===== src/rtl/sevseg_scan_ctrl.sv =====
// Multiplexed N-digit seven-segment scanner with double-buffered content.
// The shadow buffer commits only at frame end, so the display never tears.
module sevseg_scan_ctrl #(
    parameter int DIGITS       = 8,
    parameter int SCAN_DIV     = 1000,
    parameter int BLANK_CYCLES = 16
) (
    input  logic                  CLK100,
    input  logic                  resetn,
    input  logic [4*DIGITS-1:0]   hex_i,
    input  logic [7*DIGITS-1:0]   raw_i,
    input  logic [DIGITS-1:0]     mode_i,
    input  logic [DIGITS-1:0]     en_i,
    input  logic [DIGITS-1:0]     dp_i,
    input  logic                  load_i,
    output logic                  busy_o,
    output logic                  frame_o,
    output logic [DIGITS-1:0]     AN,
    output logic [6:0]            SEG,
    output logic                  DP
);

    localparam int CW = $clog2(SCAN_DIV);
    localparam int IW = (DIGITS > 1) ? $clog2(DIGITS) : 1;

    localparam logic [CW-1:0] CNT_LAST  = CW'(SCAN_DIV - 1);
    localparam logic [IW-1:0] IDX_LAST  = IW'(DIGITS - 1);
    localparam logic [CW-1:0] BLANK_END = CW'(BLANK_CYCLES);

    typedef struct packed {
        logic [4*DIGITS-1:0] hex;
        logic [7*DIGITS-1:0] raw;
        logic [DIGITS-1:0]   mode;
        logic [DIGITS-1:0]   en;
        logic [DIGITS-1:0]   dp;
    } content_t;

    // Active-low {A..G}, MSB = segment A.
    function automatic logic [6:0] hexfont(input logic [3:0] n);
        logic [6:0] s;
        unique case (n)
            4'h0: s = 7'b0000001;
            4'h1: s = 7'b1001111;
            4'h2: s = 7'b0010010;
            4'h3: s = 7'b0000110;
            4'h4: s = 7'b1001100;
            4'h5: s = 7'b0100100;
            4'h6: s = 7'b0100000;
            4'h7: s = 7'b0001111;
            4'h8: s = 7'b0000000;
            4'h9: s = 7'b0000100;
            4'hA: s = 7'b0001000;
            4'hB: s = 7'b1100000;
            4'hC: s = 7'b0110001;
            4'hD: s = 7'b1000010;
            4'hE: s = 7'b0110000;
            4'hF: s = 7'b0111000;
        endcase
        return s;
    endfunction

    logic [CW-1:0]     cnt_q, cnt_d;
    logic [IW-1:0]     idx_q, idx_d;
    content_t          disp_q, disp_d;
    content_t          shadow_q, shadow_d;
    logic              busy_q, busy_d;
    logic              frame_q, frame_d;
    logic [DIGITS-1:0] an_q, an_d;
    logic [6:0]        seg_q, seg_d;
    logic              dp_q, dp_d;

    logic cnt_wrap;
    logic frame_end;
    logic blank;

    always_comb begin
        cnt_wrap  = (cnt_q == CNT_LAST);
        frame_end = cnt_wrap && (idx_q == IDX_LAST);

        cnt_d = cnt_q;
        idx_d = idx_q;
        if (cnt_wrap) begin
            cnt_d = '0;
            idx_d = (idx_q == IDX_LAST) ? '0 : idx_q + 1'b1;
        end else begin
            cnt_d = cnt_q + 1'b1;
        end
    end

    // A pending shadow blocks new loads until it has been committed.
    always_comb begin
        shadow_d = shadow_q;
        disp_d   = disp_q;
        busy_d   = busy_q;
        if (busy_q) begin
            if (frame_end) begin
                disp_d = shadow_q;
                busy_d = 1'b0;
            end
        end else if (load_i) begin
            shadow_d.hex  = hex_i;
            shadow_d.raw  = raw_i;
            shadow_d.mode = mode_i;
            shadow_d.en   = en_i;
            shadow_d.dp   = dp_i;
            busy_d        = 1'b1;
        end
    end

    // Outputs decode next-state so the registers line up with cnt/idx.
    always_comb begin
        frame_d = (cnt_d == CNT_LAST) && (idx_d == IDX_LAST);
        blank   = (BLANK_CYCLES > 0) && (cnt_d < BLANK_END);
        an_d    = '1;
        seg_d   = '1;
        dp_d    = 1'b1;
        for (int i = 0; i < DIGITS; i++) begin
            if ((idx_d == IW'(i)) && !blank && disp_d.en[i]) begin
                an_d[i] = 1'b0;
                if (disp_d.mode[i]) begin
                    seg_d = ~disp_d.raw[7*i +: 7];
                end else begin
                    seg_d = hexfont(disp_d.hex[4*i +: 4]);
                end
                dp_d = ~disp_d.dp[i];
            end
        end
    end

    always_ff @(posedge CLK100 or negedge resetn) begin
        if (!resetn) begin
            cnt_q    <= '0;
            idx_q    <= '0;
            disp_q   <= '0;
            shadow_q <= '0;
            busy_q   <= 1'b0;
            frame_q  <= 1'b0;
            an_q     <= '1;
            seg_q    <= '1;
            dp_q     <= 1'b1;
        end else begin
            cnt_q    <= cnt_d;
            idx_q    <= idx_d;
            disp_q   <= disp_d;
            shadow_q <= shadow_d;
            busy_q   <= busy_d;
            frame_q  <= frame_d;
            an_q     <= an_d;
            seg_q    <= seg_d;
            dp_q     <= dp_d;
        end
    end

    assign busy_o  = busy_q;
    assign frame_o = frame_q;
    assign AN      = an_q;
    assign SEG     = seg_q;
    assign DP      = dp_q;

endmodule

===== config.mk =====
export PLATFORM = sky130hd
export DESIGN_NAME = sevseg_scan_ctrl
export DESIGN_NICKNAME = d
export VERILOG_FILES = /design/src/rtl/sevseg_scan_ctrl.sv
export SDC_FILE = /design/constraint.sdc
export NUM_CORES = 1
export LEC_CHECK = 0
export ABC_AREA = 1
export CORE_AREA = 3 3 196 198
export CTS_BUF_LIST = sky130_fd_sc_hd__clkbuf_8
export DETAILED_ROUTE_END_ITERATION = 10
export DIE_AREA = 0 0 199 201
export PLACE_DENSITY = 0.58
export SETUP_SLACK_MARGIN = 0.2
export SYNTH_ARGS = -nofsm -noshare
export SYNTH_HDL_FRONTEND = slang
export SYNTH_SLANG_ARGS = --single-unit

===== constraint.sdc =====
create_clock -name CLK100 -period 3.9 [get_ports CLK100]
set_input_delay 0.78 -clock CLK100 [delete_from_list [all_inputs] [get_ports CLK100]]
set_output_delay 0.78 -clock CLK100 [all_outputs]
set_load 0.01 [all_outputs]

==> results.py, run 1 <==
metrics = {
    "final_layout": {
        "insertedDiodeCount": 0,
        "layout_commonest_cell": "nand2_1",
        "drive_above_1_share_pct": 19.2,
        "fin_cells": 2054,
        "nets": 1717,
        "utilization_pct": 42.6,
        "area_delta_synth_final_pct": 21.3,
        "final_cell_mix": "nand2_1, dfrtp_1, inv_1",
    },
    "sta": {
        "worstMarginPinSlew_ns": 0.660,
        "finalHoldViolCount": 0,
        "setup_slack_ns": 0.513,
        "period_needed_ns": 3.39,
        "finalSetupViolCount": 0,
        "rsz0062_at_grt": "no",
        "setup_tns_ns": 0,
        "max_freq_mhz": 295,
        "finalCritPeriodShare_pct": 86.9,
        "drv_slew": 0,
        "skew_ns": 0.0216,
        "slew_headroom_pct": 55.7,
    },
    "worst_setup_path": {
        "crit_family": "simple AND/OR/NAND/NOR gates",
        "critPathMaxFanout": 30,
        "cp_cell_sequence": "ha_1 > nand2_1 > inv_1 > nand3_4 > nor2_8 > buf_4 > o21ai_0 > ha_1 > inv_1 > nor2_1 > a21oi_1 > nor2_1 > a31oi_1 > nor2_1 > nor3_1 > nor2_1 > nand3_1 > nand2_1",
        "crit_path_end_kind": "flop",
        "crit_required_ns": 4.39,
        "worst_path_largest_cell_delay_ns": 0.41,
        "crit_path_frequent_cell": "nor2_1",
        "crit_type": "flop to flop",
        "cp-start-kind": "flop",
        "cp.buffers_inverters": 3,
        "cpMaxStageDelayCell": "buf_4",
        "cp_data_arrival_time_ns": 3.88,
    },
    "routing": {
        "vias": 9866,
        "drc": 0,
        "firstDrtPassIters": 5,
        "via_per_inst": 4.80,
        "wl_per_cell_um": 15.8,
        "routed_wl_um": 32500,
        "ant_nets": 0,
        "first_iter_violations": 672,
    },
    "synthesis": {
        "syn_avg_cell_area_sq_um": 9.25,
        "syn_inst": 1394,
        "synth_async_sr_flop_share_pct": 100,
        "synth.yosys.seq_area_share_pct": 49.6,
        "syn_nets": 1562,
        "synth_edf_count": 0,
        "syn_area_sq_mm": 0.0129,
        "yosysUniqueCellTypes": 44,
        "synth_warnings": 0,
        "synth-seq-cells": 255,
        "ys.flop_type": "dfrtp_1",
    },
    "grt": {
        "grt_pass1_vias": 10100,
        "grt_max_degree": 72,
        "grt_usage_pct": 16.4,
        "grt_pass1_wl_um": 53000,
        "overflow": 0,
        "grt_antenna_before_repair": 0,
    },
    "cts": {
        "worstSkewPairLatency_ns": 0.58,
        "clkSlewWorstSetupHoldPaths_ns": 0.06,
        "cts_buffer_depth": 3,
        "cts-root-buf": "clkbuf_8",
        "htree_num_levels": 2,
        "tritoncts": "built",
        "numCtsBuffers": 46,
        "cts_hold_buf": 0,
        "clkSinkCount": 255,
    },
    "floorplan": {
        "core_area_sq_mm": 0.0367,
        "ioPinCount": 133,
        "die_height_um": 201,
        "dieArea_sq_mm": 0.0400,
        "die_x_um": 199,
        "start_util_pct": 35.1,
        "rows": 70,
    },
    "pwr": {
        "combPwrFrac_pct": 5.4,
        "power_w": 0.00562,
        "power_frac_seq_pct": 51.1,
        "worst_ir_drop_vdd_mv": 0.204,
        "clockPowerShare_pct": 43.5,
        "p_int_w": 0.00430,
        "power_switching_w": 0.00131,
        "power.leakage_nw": 7.60,
        "power_density_mw_per_mm2": 359,
        "swShare_pct": 23.4,
    },
    "job": {
        "drv_cap": 0,
    },
    "run_status": {
        "status": "finished clean",
    },
    "placement": {
        "gp_congestion": 0.905,
        "dp.cells": 1966,
        "post-place-ws_ns": 0.487,
        "io_buffer_count": 132,
        "dpl.hpwl_um": 23500,
    },
    "hold_path": {
        "hold_path.class": "input pin to asynchronous set/reset pin",
    },
}
## sequential cells by signal, indices dropped and copies added, names as in the netlist
name / count
AN: 8
DP: 1
SEG: 7
busy_o: 1
cnt_q: 10
disp_q: 112
frame_o: 1
idx_q: 3
shadow_q: 112
## through the flow
step / hold slack [ns] / area, sq um
floorplan: 0.440 / 12900
global placement: 0.457 / 14700
detailed placement: 0.462 / 14700
CTS: 0.0668 / 15600
global route: 0.0883 / 15600
finish: 0.101 / 15600
## metal layers
layer	share of wire, %	track usage (%)	wire length [um]
met1	47	22.8	15100
met2	46	26.1	15100
met3	4.6	2.79	1510
met4	2.4	5.20	786
met5	0	0	0
## power groups by stage
stage / Clock, W / Sequential (W) / Combinational (W)
2_1_floorplan: 0 / 0.00287 / 0.000115
3_5_place_dp: 0 / 0.00292 / 0.000310
6_report: 0.00244 / 0.00287 / 0.000301
4_1_cts: 0.00254 / 0.00287 / 0.000312
5_1_grt: 0.00266 / 0.00289 / 0.000335
3_3_place_gp: 0 / 0.00292 / 0.000305
## synthesized netlist by cell type, types with 3 or more instances
master    instances  area share [%]
or2_2             5            0.24
nor3_1            7            0.27
buf_1             4            0.12
buf_2             9            0.35
nor2_1           50             1.5
nand3_1          79             3.1
o22ai_1           4            0.19
inv_1           120             3.5
o21ai_2          26             1.8
dfstp_2          16             3.3
a31oi_1           9            0.44
o211ai_1         21             1.2
nor2_4            5            0.44
nand2_2          12            0.58
o21ai_4           5            0.63
nand2_1         417              12
a21oi_1          40             1.6
o21ai_0          61             2.4
dfrtp_1         239              46
nand4_1           3            0.15
o21ai_1          20            0.78
inv_2            24            0.70
buf_4             8            0.47
buf_6             8            0.70
clkbuf_1         13            0.38
ha_1             53             5.1
mux2_2          111             9.7
## worst paths after layout
path | startpoint | end | slack [ns] | depth (start not counted)
worst min register to register | disp_q[42] | disp_q[42] | 0.47 | 2
worst max register to register | cnt_q[0] | SEG[0] | 0.51 | 18
max in group asynchronous | resetn | shadow_q[44] | 2.88 | 2
worst min-delay path | resetn | shadow_q[77] | 0.10 | 1
min in group CLK100 | disp_q[42] | disp_q[42] | 0.47 | 2
worst max-delay path | cnt_q[0] | SEG[0] | 0.51 | 18
## timing repair
action	CTS	global route
gates resized for setup	0	1
setup endpoints to repair	0	4
buffers inserted	0	3
## cell type report
cell class | count | area (sq um)
Tap cell | 468 | 586
Fill cell | 3593 | 21100
Clock inverter | 28 | 123
Sequential cell | 255 | 6400
Multi-Input combinational cell | 952 | 5700
Clock buffer | 57 | 785
Timing Repair Buffer | 150 | 1510
Inverter | 144 | 541
## cell families (layout without fill, tap and decap cells)
kind of cell / Yosys count / count (layout) / synth area share (%)
AO/OA/AOI/OAI: 197 / 197 / 9.65
adder cells (fa/ha/maj): 53 / 53 / 5.14
buffers and inverters: 187 / 379 / 6.32
flip-flops: 255 / 255 / 49.6
multiplexers: 111 / 111 / 9.69
AND/OR/NAND/NOR: 591 / 591 / 19.6
## worst reg2reg max path, delay by kind of cell, from the launching register on
kind,cells,cell delay (ns)
AO/OA/AOI/OAI,3,0.57
AND/OR/NAND/NOR,10,1.18
flip-flops,1,0.39
adder cells (fa/ha/maj),2,0.48
buffers and inverters,3,0.71
No activity file was read; power rests on OpenSTA's default activity.
==> run 2: changes to the inputs <==
Settings changed: SKIP_CTS_REPAIR_TIMING from default to 1.
==> results of run 2 <==
Same layout as run 1: the final DEF is identical, and so are final timing and power.
